<file path="config.mk">
export PLATFORM = sky130hd
export DESIGN_NAME = instruction_fetch_unit
export DESIGN_NICKNAME = d
export VERILOG_FILES = /design/src/rtl/instruction_fetch_unit_pkg.sv /design/src/rtl/instruction_fetch_unit_timeout_counter.sv /design/src/rtl/instruction_fetch_unit.sv
export SDC_FILE = /design/constraint.sdc
export NUM_CORES = 1
export LEC_CHECK = 0
export CAP_MARGIN = 20
export CORE_MARGIN = 2
export CORE_UTILIZATION = 38
export CTS_CLUSTER_SIZE = 10
export DETAILED_ROUTE_END_ITERATION = 10
export GPL_TIMING_DRIVEN = 0
export PLACE_DENSITY = 0.74
export SLEW_MARGIN = 20
export SYNTH_ARGS = -nofsm -noshare
export SYNTH_HDL_FRONTEND = slang
export SYNTH_SLANG_ARGS = --single-unit
export TNS_END_PERCENT = 30
</file>
<file path="constraint.sdc">
create_clock -name clock -period 3.5 [get_ports clock]
set_clock_uncertainty 0.1 [all_clocks]
set_input_delay 0.7 -clock clock [delete_from_list [all_inputs] [get_ports clock]]
set_output_delay 0.7 -clock clock [all_outputs]
set_load 0.05 [all_outputs]
</file>
<file path="src/rtl/instruction_fetch_unit_pkg.sv">
// rtl/instruction_fetch_unit_pkg.sv - shared fetch state encodings and PC helpers
package instruction_fetch_unit_pkg;

    typedef enum logic [2:0] {
        FS_IDLE     = 3'd0,
        FS_WAIT_ACK = 3'd1,
        FS_DONE     = 3'd2,
        FS_RELEASE  = 3'd3,
        FS_FAULT    = 3'd4
    } fetch_state_t;

    // Low PC bits that must be zero for an aligned instruction address
    localparam int PC_ALIGN_BITS = 2;

    // PC advance per instruction, in bytes
    function automatic int pc_step_bytes(input int data_width);
        return data_width / 8;
    endfunction

endpackage

</file>
<file path="src/rtl/instruction_fetch_unit_timeout_counter.sv">
// rtl/instruction_fetch_unit_timeout_counter.sv - counts unacknowledged request cycles
module fetch_timeout_counter #(
    parameter int TIMEOUT_CYCLES = 16
) (
    input  logic clock,
    input  logic reset_n,
    input  logic clear,
    input  logic enable,
    output logic expired
);

    localparam int CW = $clog2(TIMEOUT_CYCLES + 1);

    logic [CW-1:0] count;

    // Count enabled cycles; clear has priority so every fetch starts from zero
    always_ff @(posedge clock or negedge reset_n) begin
        if (!reset_n) begin
            count <= '0;
        end else if (clear) begin
            count <= '0;
        end else if (enable) begin
            count <= count + 1'b1;
        end
    end

    // Asserted during the TIMEOUT_CYCLES-th consecutive request cycle without ack
    assign expired = enable && (count == CW'(TIMEOUT_CYCLES - 1));

endmodule

</file>
<file path="src/rtl/instruction_fetch_unit.sv">
// rtl/instruction_fetch_unit.sv - fetch responder: PC owner, imem req/ack, instruction latch
module instruction_fetch_unit
    import instruction_fetch_unit_pkg::*;
#(
    parameter int ADDR_WIDTH     = 32,
    parameter int DATA_WIDTH     = 32,
    parameter logic [ADDR_WIDTH-1:0] RESET_PC = '0,
    parameter int TIMEOUT_CYCLES = 16
) (
    input  logic                  clock,
    input  logic                  reset_n,
    input  logic                  instruction_fetch,
    input  logic                  write_back,
    input  logic                  pc_load,
    input  logic [ADDR_WIDTH-1:0] pc_load_value,
    output logic                  instruction_complete,
    output logic [DATA_WIDTH-1:0] instruction,
    output logic [ADDR_WIDTH-1:0] pc,
    output logic                  imem_req,
    output logic [ADDR_WIDTH-1:0] imem_addr,
    input  logic                  imem_ack,
    input  logic [DATA_WIDTH-1:0] imem_rdata,
    output logic                  fetch_fault
);

    localparam logic [ADDR_WIDTH-1:0] PC_STEP = ADDR_WIDTH'(pc_step_bytes(DATA_WIDTH));

    fetch_state_t state;
    logic         pc_aligned;
    logic         timeout_clear;
    logic         timeout_enable;
    logic         timeout_expired;

    assign pc_aligned     = (pc[PC_ALIGN_BITS-1:0] == '0);
    assign timeout_clear  = (state == FS_IDLE);
    assign timeout_enable = (state == FS_WAIT_ACK) && !imem_ack;

    // PC is registered, so the address is stable for the whole request
    assign imem_addr = pc;

    fetch_timeout_counter #(
        .TIMEOUT_CYCLES (TIMEOUT_CYCLES)
    ) u_timeout (
        .clock   (clock),
        .reset_n (reset_n),
        .clear   (timeout_clear),
        .enable  (timeout_enable),
        .expired (timeout_expired)
    );

    // PC: redirect on write-back or out of fault, otherwise step on write-back
    always_ff @(posedge clock or negedge reset_n) begin
        if (!reset_n) begin
            pc <= RESET_PC;
        end else if (pc_load && (write_back || state == FS_FAULT)) begin
            pc <= pc_load_value;
        end else if (write_back) begin
            pc <= pc + PC_STEP;
        end
    end

    // Fetch handshake FSM with registered request, completion, fault and data latch
    always_ff @(posedge clock or negedge reset_n) begin
        if (!reset_n) begin
            state                <= FS_IDLE;
            imem_req             <= 1'b0;
            instruction_complete <= 1'b0;
            fetch_fault          <= 1'b0;
            instruction          <= '0;
        end else begin
            case (state)
                FS_IDLE: begin
                    if (instruction_fetch) begin
                        if (pc_aligned) begin
                            state    <= FS_WAIT_ACK;
                            imem_req <= 1'b1;
                        end else begin
                            state       <= FS_FAULT;
                            fetch_fault <= 1'b1;
                        end
                    end
                end
                FS_WAIT_ACK: begin
                    if (imem_ack) begin
                        instruction          <= imem_rdata;
                        imem_req             <= 1'b0;
                        instruction_complete <= 1'b1;
                        state                <= FS_DONE;
                    end else if (timeout_expired) begin
                        imem_req    <= 1'b0;
                        fetch_fault <= 1'b1;
                        state       <= FS_FAULT;
                    end
                end
                FS_DONE: begin
                    instruction_complete <= 1'b0;
                    state                <= FS_RELEASE;
                end
                FS_RELEASE: begin
                    // Wait for the control FSM to leave FETCH so one request yields one fetch
                    if (!instruction_fetch) begin
                        state <= FS_IDLE;
                    end
                end
                FS_FAULT: begin
                    if (pc_load) begin
                        fetch_fault <= 1'b0;
                        state       <= FS_IDLE;
                    end
                end
                default: begin
                    imem_req             <= 1'b0;
                    instruction_complete <= 1'b0;
                    fetch_fault          <= 1'b0;
                    state                <= FS_IDLE;
                end
            endcase
        end
    end

endmodule

</file>
### Word level (Yosys, flattened, before mapping)

Index checks and enable logic that the tools add are counted.

* flip-flop bits (word level): 75
* latch bits: 0
* bits in writable memories: 0
* ROM bits: 0
* output and inout bits: 99
* memories: 0

* add/sub/neg operators: 2
* $mul: 0
* divide/modulo/power cells: 0
* order comparisons: 0
* eq/ne operators: 14
* shift operators: 0
* muxes and demuxes: 24
* bitwise logic cells: 3
* reduce and logical (&&, ||, !) cells: 17

Operators with widths (number)
* two-way mux 32 bit: 2
* adder 32 x 3 -> 32 bit, second input constant: 1
* two-way mux 3 bit: 6
* != test 2 bit, second input constant: 8
* case mux 3 bit (5 select lines): 1
* two-way mux 1 bit: 10
* two-way mux 5 bit: 2
* AND reduction 4 bit: 2
* equality test 3 x 2 -> 1 bit, second input constant: 2
* AND reduction 6 bit: 1
* OR reduction 3 bit: 2
* adder 5 x 1 -> 5 bit, second input constant: 1
* equality test 5 x 4 -> 1 bit, second input constant: 1
* case mux 1 bit (4 select lines): 1
* AND reduction 2 bit: 2
* nonzero test 2 bit: 2
* equality test 3 x 1 -> 1 bit, second input constant: 1
* equality test 3 bit, second input constant: 1
* logical AND 1 bit: 3
* zero test 3 bit: 1
* != test 3 bit, second input constant: 1
* NOT 1 bit: 3
* case mux 1 bit (3 select lines): 1
* zero test 2 bit: 1
* other kinds (4): 4

### Longest topological paths before layout

Gate-level depths: netlist of run 1.

* depth after elaboration: 6
* gate-level depth with buffers: 7
* mapped depth without buffers: 7

### Modules after synthesis

A second synthesis of run 1 with hierarchy kept.

* cells, all modules: 367
* area, all modules: 3888.7 um2

By module, submodules not included
* instruction_fetch_unit: times used 1, cells an instance 343, area an instance 3603.5 um2
* fetch_timeout_counter: times used 1, cells an instance 24, area an instance 285.3 um2

### Worst setup path after synthesis of run 1

No wires, ideal clock.

* path kind: register to register
* from: reg pc[2] (netlist: imem_addr[2])
* to: reg pc[22] (netlist: imem_addr[22])
* arrival time: 2.324 ns
* path slack: 0.994 ns
* cell stages (with the launch flop): 7
* buffers on the path: 1
* period minus slack after synthesis: 2.506 ns
* cell sequence: dfrtp_1 > ha_1 > nand4_1 > or3_1 > clkbuf_1 > or4_2 > a31oi_1

* longest elaborated chain between the ends: 3

RTL lines
* start, declared: line instruction_fetch_unit.sv:18 `output logic [ADDR_WIDTH-1:0] pc,`
* start signal, assigned: line instruction_fetch_unit.sv:56 `pc <= pc_load_value;`
* start signal, assigned: line instruction_fetch_unit.sv:58 `pc <= pc + PC_STEP;`
* adder 32 x 3 -> 32 bit: line instruction_fetch_unit.sv:58
* two-way mux 32 bit: line instruction_fetch_unit.sv:57 `end else if (write_back) begin`
* two-way mux 32 bit: line instruction_fetch_unit.sv:55 `end else if (pc_load && (write_back || state == FS_FAULT)) begin`

No other way between the ends. The select of a mux whose other input is x is not followed.
A chain may end at the register's enable or synchronous reset.

### Worst setup path after layout of run 1

* from: reg pc[7] (netlist: imem_addr[7])
* to: out pc[7]

No word-level cell between the ends.

==> metrics.txt, run 1 <==
initial antenna violation count 0; critical path class reg -> out; CP startpoint kind flip-flop; final slew viol count 0; Syn Inst Count 372; drt first-iter violations 144; slowest cell on the critical path clkdlybuf4s50_1; area fraction of the dominant cell type after synthesis 48.7%; Post-Synth Simple-Gate Area 15.1%; VDD IR max 0.426 mV; Leak Pwr 2.39 nW; CTS tree yes; port buffer count 166; DRT Wirelength 10.8 mm; actual slew at the worst max-slew pin 0.637 ns; #FFs+latches synth 75; Die ar. 11000 sq um; PwrDens 987 nW/um^2; status completed; Max FO, Critical Path 7; Synth Area in XOR/XNOR 2.96%; Post-Syn Nets 445; Clk Latency, worst-skew pair 0.34 ns; maximum cell stage delay along the critical path 0.84 ns; buffers and inverters on the worst path 2; minimum clock period 2.61 ns; IO Pins 169; Crit. End Element output port; synth warn 0; Area contributors post-synth dfrtp_1 49%, mux2_2 9.6%, buf_4 6.6%, nor2_1 3.5%, a31oi_1 2.9%; post-CTS sizing 0; Nets 623; Die Width 105 microns; post-synthesis mux area share 10.5%; cell area after synthesis 3850 sq um; Worst Setup SP imem_addr[7]; P&R area growth vs syn 53.0%; Post-CTS Hold Buffers 0; Worst EP required 2.70 ns; commonest cells in the netlist 75 x dfrtp_1, 36 x nor2_1, 34 x buf_4; via count 3505; main combinational cell family by area after synthesis simple AND/OR/NAND/NOR gates; CTS buffer count 9; maximum clock insertion buffer count 2; Initial Util 39.2%; sequential area share after synthesis 48.7%; H-tree levels 3; RSZ-0062 raised after global routing no; routability cong. 0.826; row cnt 36; f_max 384 MHz; largest net degree at the start of global routing 45; top-count cell post-synth dfrtp_1; Tcrit/Tclk final 74.4%; Setup TNS 0 ns; R2R Path Start imem_addr[2]; Slew headroom 57.3%; grt total ovfl 0; Worst path depth 2; post-synthesis adder-cell area fraction 0.975%; Die Span Y 105 microns; Critical Path AT 1.81 ns; # diodes 0; Hold Path Class in -> async; Worst-path clk slew 0.08 ns; Hold Worst Slack 0.188 ns; Routed Antenna Nets 0; r2r setup slk 1.01 ns; Post-route DRC 0; Post-synth EDFFs 0; Async S/R FF share, synth 100%; routed vias/inst 5.10; CORE AREA 9820 sq um; post-DP HPWL 8.27 mm; max_cap viols 0; R2R cell count 6; DR pass1 iterations 4; Compound-Gate Fraction of Synth Area 11.6%; global-route wire length before repair 17.5 mm; Finished Core Util 60.0%; Post-CTS Setup Inserts 0; GRT Total Usage 19.6%; wire length per cell 15.7 microns; CTS Sinks 75; critical path's top delay family buffers and inverters; Placement Cell Area 5700 sq um; final setup violating endpoints 0; post-synth cell types 46; leading area contributor after synthesis dfrtp_1; syn_area_per_cell 10.4 sq um; final instance area 5890 sq um; final hold vios 0; Root Buffer Master clkbuf_8; share of layout cells above drive strength 1 17.7%; most used flip-flop cell after synthesis dfrtp_1; crit path cell chain buf_4 -> clkdlybuf4s50_1; vias in the first global route 3400
[placed cells by master, fill, tap and decap left out, drive strengths merged, types with 8 or more instances in the layout]
master,netlist,layout
buf,39,41
a21oi,18,18
o21ai,11,11
a31oi,18,18
nand3,9,9
nand2,15,15
clkbuf,14,23
or3,8,8
o31ai,15,15
inv,13,14
dfrtp,75,75
mux2,35,35
nand4,8,8
xnor2,8,8
clkdlybuf4s50,0,165
nor2,36,36
or4,14,14
[cells by family (layout without fill, tap and decap cells)]
| family | count (synthesis) | after routing |
|---|---|---|
| and+or+nand+nor | 108 | 108 |
| adders and majority gates | 3 | 3 |
| muxes | 36 | 36 |
| buffers and inverters | 66 | 248 |
| DFF | 75 | 75 |
| AOI/OAI and AO/OA | 71 | 71 |
| xor gates and xnor gates | 13 | 13 |
[per-layer routing]
layer | wire length (microns) | vias to the layer above | global-route usage (%) | share of wire [%]
li1 | - | 1666 | - | -
met1 | 4700 | 1719 | 25.9 | 44
met2 | 5350 | 107 | 32.5 | 50
met3 | 529 | 13 | 3.87 | 4.9
met4 | 167 | 0 | 6.29 | 1.6
met5 | 0 | - | 0 | 0
[through the flow]
step | std cells | power (W) | setup WS (ns)
after CTS | 687 | 0.00587 | 0.878
final | 687 | 0.00582 | 0.894
after global routing | 687 | 0.00609 | 0.841
after global placement | 671 | 0.00511 | -1.00
after detailed placement | 672 | 0.00519 | 0.764
after floorplan | 372 | 0.00396 | 0.994
[state kept, by name, summed over array words and instances (netlist names)]
name / cells
imem_addr: 32
instruction: 32
u_timeout.count: 5
state: 3
fetch_fault: 1
imem_req: 1
instruction_complete: 1
[final cells by class]
class / instances / area, sq um
timing repair buffer: 167 / 1690
sequential: 75 / 1880
inverter: 13 / 48.8
clock inverter: 6 / 65.1
fill: 861 / 3930
tap: 133 / 166
clock buffer: 9 / 124
multi-input combinational: 231 / 1580
buffer: 53 / 344
[worst paths after layout]
path / endpoint
max: pc[7]
min: instruction[8]
max reg2reg: imem_addr[22]
min reg2reg: u_timeout.count[3]
max in group asynchronous: imem_addr[6]
min in group clock: u_timeout.count[3]
[power by group]
group	total (W)	internal (W)	leakage [nW]	switching (W)
registers	0.00155	0.00121	0.880	0.000336
logic	0.00361	0.00135	1.42	0.00226
clock network	0.000654	0.000327	0.0955	0.000327
No activity file was read; power rests on OpenSTA's default activity.
==> inputs of run 2 (changes only) <==
PLACE_DENSITY = 0.76   (was 0.74)
clock period = 2.3 ns   (was 3.5 ns; I/O delays follow)
==> run 2 against run 1 <==
Wire length is 1.2% higher; critical path depth stayed put; critical endpoint is now pc[4]; worst setup slack worse by 0.85 ns; clock power is 64% higher; flip-flop and latch count stayed put; largest power group unchanged; highest routed layer unchanged; sequential power is 54% higher; die area stayed put; cell area is 0.76% higher; register-to-register slack worse by 0.91 ns; first-iteration DRC count is 9.7% higher; count of clock-buffer cells in the layout is 1 higher; power is 54% higher.
==> metrics.txt, run 2 (synthesis gave the netlist of run 1 again) <==
maximum clock insertion buffer count 2; dpl ws -0.190 ns; Reg power frac 26.7%; Worst-path clk slew 0.08 ns; Max FO, Critical Path 7; DR pass1 iterations 4; Routed Antenna Nets 0; GRT Total Usage 19.6%; f_max 443 MHz; Die Width 105 microns; Clk Latency, worst-skew pair 0.34 ns; clock group share of total power 12.0%; largest net degree at the start of global routing 39; Leak Pwr 2.42 nW; Tcrit/Tclk final 98.1%; via count 3526; minimum clock period 2.26 ns; sw power 0.00451 W; max_cap viols 0; # diodes 0; Critical Path AT 1.70 ns; P_int 0.00445 W; Root Buffer Master clkbuf_8; Setup TNS 0 ns; most frequent cells in the layout 150 x clkdlybuf4s50_1, 57 x dfrtp_1, 49 x buf_4; CORE AREA 9820 sq um; Nets 626; grt total ovfl 0; # fillers 890; row cnt 36; final slew viol count 0; Slew headroom 63.6%; Crit. End Element output port; CTS tree yes; area occupied by registers 1900 sq um; wl on met1 4.73 mm; Worst EP required 1.74 ns; Post-route DRC 0; IO Pins 169; routed vias/inst 5.10; Die ar. 11000 sq um; actual slew at the worst max-slew pin 0.545 ns; crit path cell chain buf_4 -> clkdlybuf4s50_1; H-tree levels 3; share of layout cells above drive strength 1 24.6%; Sw Share 50.3%; routability cong. 0.830; wire length per cell 15.7 microns; final hold vios 0; P&R area growth vs syn 54.2%; post-route setup slack 0.0429 ns; post-DP HPWL 8.26 mm; max layer used met4; CP startpoint kind flip-flop; RSZ-0062 raised after global routing no; Hold Worst Slack 0.377 ns; slowest cell on the critical path clkdlybuf4s50_1; port buffer count 166; maximum cell stage delay along the critical path 0.78 ns; initial antenna violation count 0; critical path class reg -> out; DRT Wirelength 10.9 mm; CTS buffer count 9; final setup violating endpoints 0; PwrDens 1510 nW/um^2; Comb pwr share 61.3%; drt first-iter violations 158; vias in the first global route 3508; Initial Util 39.2%; Die Span Y 105 microns; commonest non-fill, non-tap cell in the layout clkdlybuf4s50_1; status completed; multi-input logic area 1600 sq um; met3 wire length 474 microns; global-route wire length before repair 17.6 mm; Hold Path Class in -> reg; VDD IR max 0.833 mV; DR WL met2 5.49 mm; CTS Sinks 75
==> run 2: cell types whose count changed in the layout (fill, tap and decap cells not counted), moves of 2 or more <==
cell / before / now
dlygate4sd2_1: 0 / 2
dfrtp_1: 75 / 57
buf_4: 35 / 49
clkbuf_2: 0 / 3
clkdlybuf4s50_1: 165 / 150
nand3_1: 9 / 7
nand3_2: 0 / 2
clkbuf_1: 14 / 12
dfrtp_2: 0 / 18
inv_6: 1 / 3
==> run 2: power groups by stage <==
stage | clock network [W] | registers [W] | logic [W]
4_1_cts | 0.00111 | 0.00238 | 0.00552
2_1_floorplan | 0 | 0.00403 | 0.00201
3_5_place_dp | 0 | 0.00240 | 0.00552
5_1_grt | 0.00116 | 0.00248 | 0.00574
6_report | 0.00107 | 0.00239 | 0.00549
3_3_place_gp | 0 | 0.00236 | 0.00544
==> run 2: metal layers <==
metal,track usage [%],vias up
met5,0,-
met4,6.76,0
met3,2.43,12
met2,33.9,113
met1,25.5,1725
li1,-,1676
==> run 2: area by class of cell <==
type / count / area share (%)
plain buffers: 53 / 5.86
clock buffers: 10 / 2.32
clock inverters: 6 / 1.16
inverters: 13 / 0.822
multi-input cells: 231 / 26.9
flip-flops and latches: 75 / 32.0
well taps: 133 / 2.80
repair buffers: 170 / 28.2
==> run 2: worst max-delay path: cells and delay by family (launching register included) <==
| kind | cells | cell delay, ns |
|---|---|---|
| flip-flops | 1 | 0.45 |
| buffers and inverters | 2 | 0.92 |
==> run 2: stage by stage <==
stage	utilization, %	instance area [sq um]	std cells	power (W)
after floorplan	-	3870	372	0.00604
after global placement	58.0	5700	671	0.00780
after detailed placement	58.2	5720	672	0.00792
after CTS	60.3	5930	690	0.00900
after global routing	60.5	5940	691	0.00938
final	60.5	5940	691	0.00895
==> run 2: repair_timing <==
action                                  4_1_cts  5_1_grt
hold buffers                                  1        0
resized for setup                             8       17
pin swaps                                     1        0
setup buffers                                 1        1
endpoints found under the setup margin       10       24
endpoints found under the hold margin        14        0
==> run 2: worst paths after layout <==
path | startpoint | end | slack [ns] | depth (start not counted)
max | imem_addr[4] | pc[4] | 0.04 | 2
min | write_back | imem_addr[2] | 0.38 | 3
max reg2reg | imem_addr[2] | imem_addr[22] | 0.10 | 6
min reg2reg | u_timeout.count[3] | u_timeout.count[3] | 0.39 | 1
max in group asynchronous | reset_n | imem_addr[3] | 0.97 | 3
min in group asynchronous | reset_n | instruction[10] | 0.51 | 2
==> inputs of run 3 (changes only) <==
CTS_CLUSTER_SIZE = 40   (was 10)
SLEW_MARGIN = 0   (was 20)
==> results of run 3 <==
The final DEF is identical to that of run 2; final timing and power are the same.
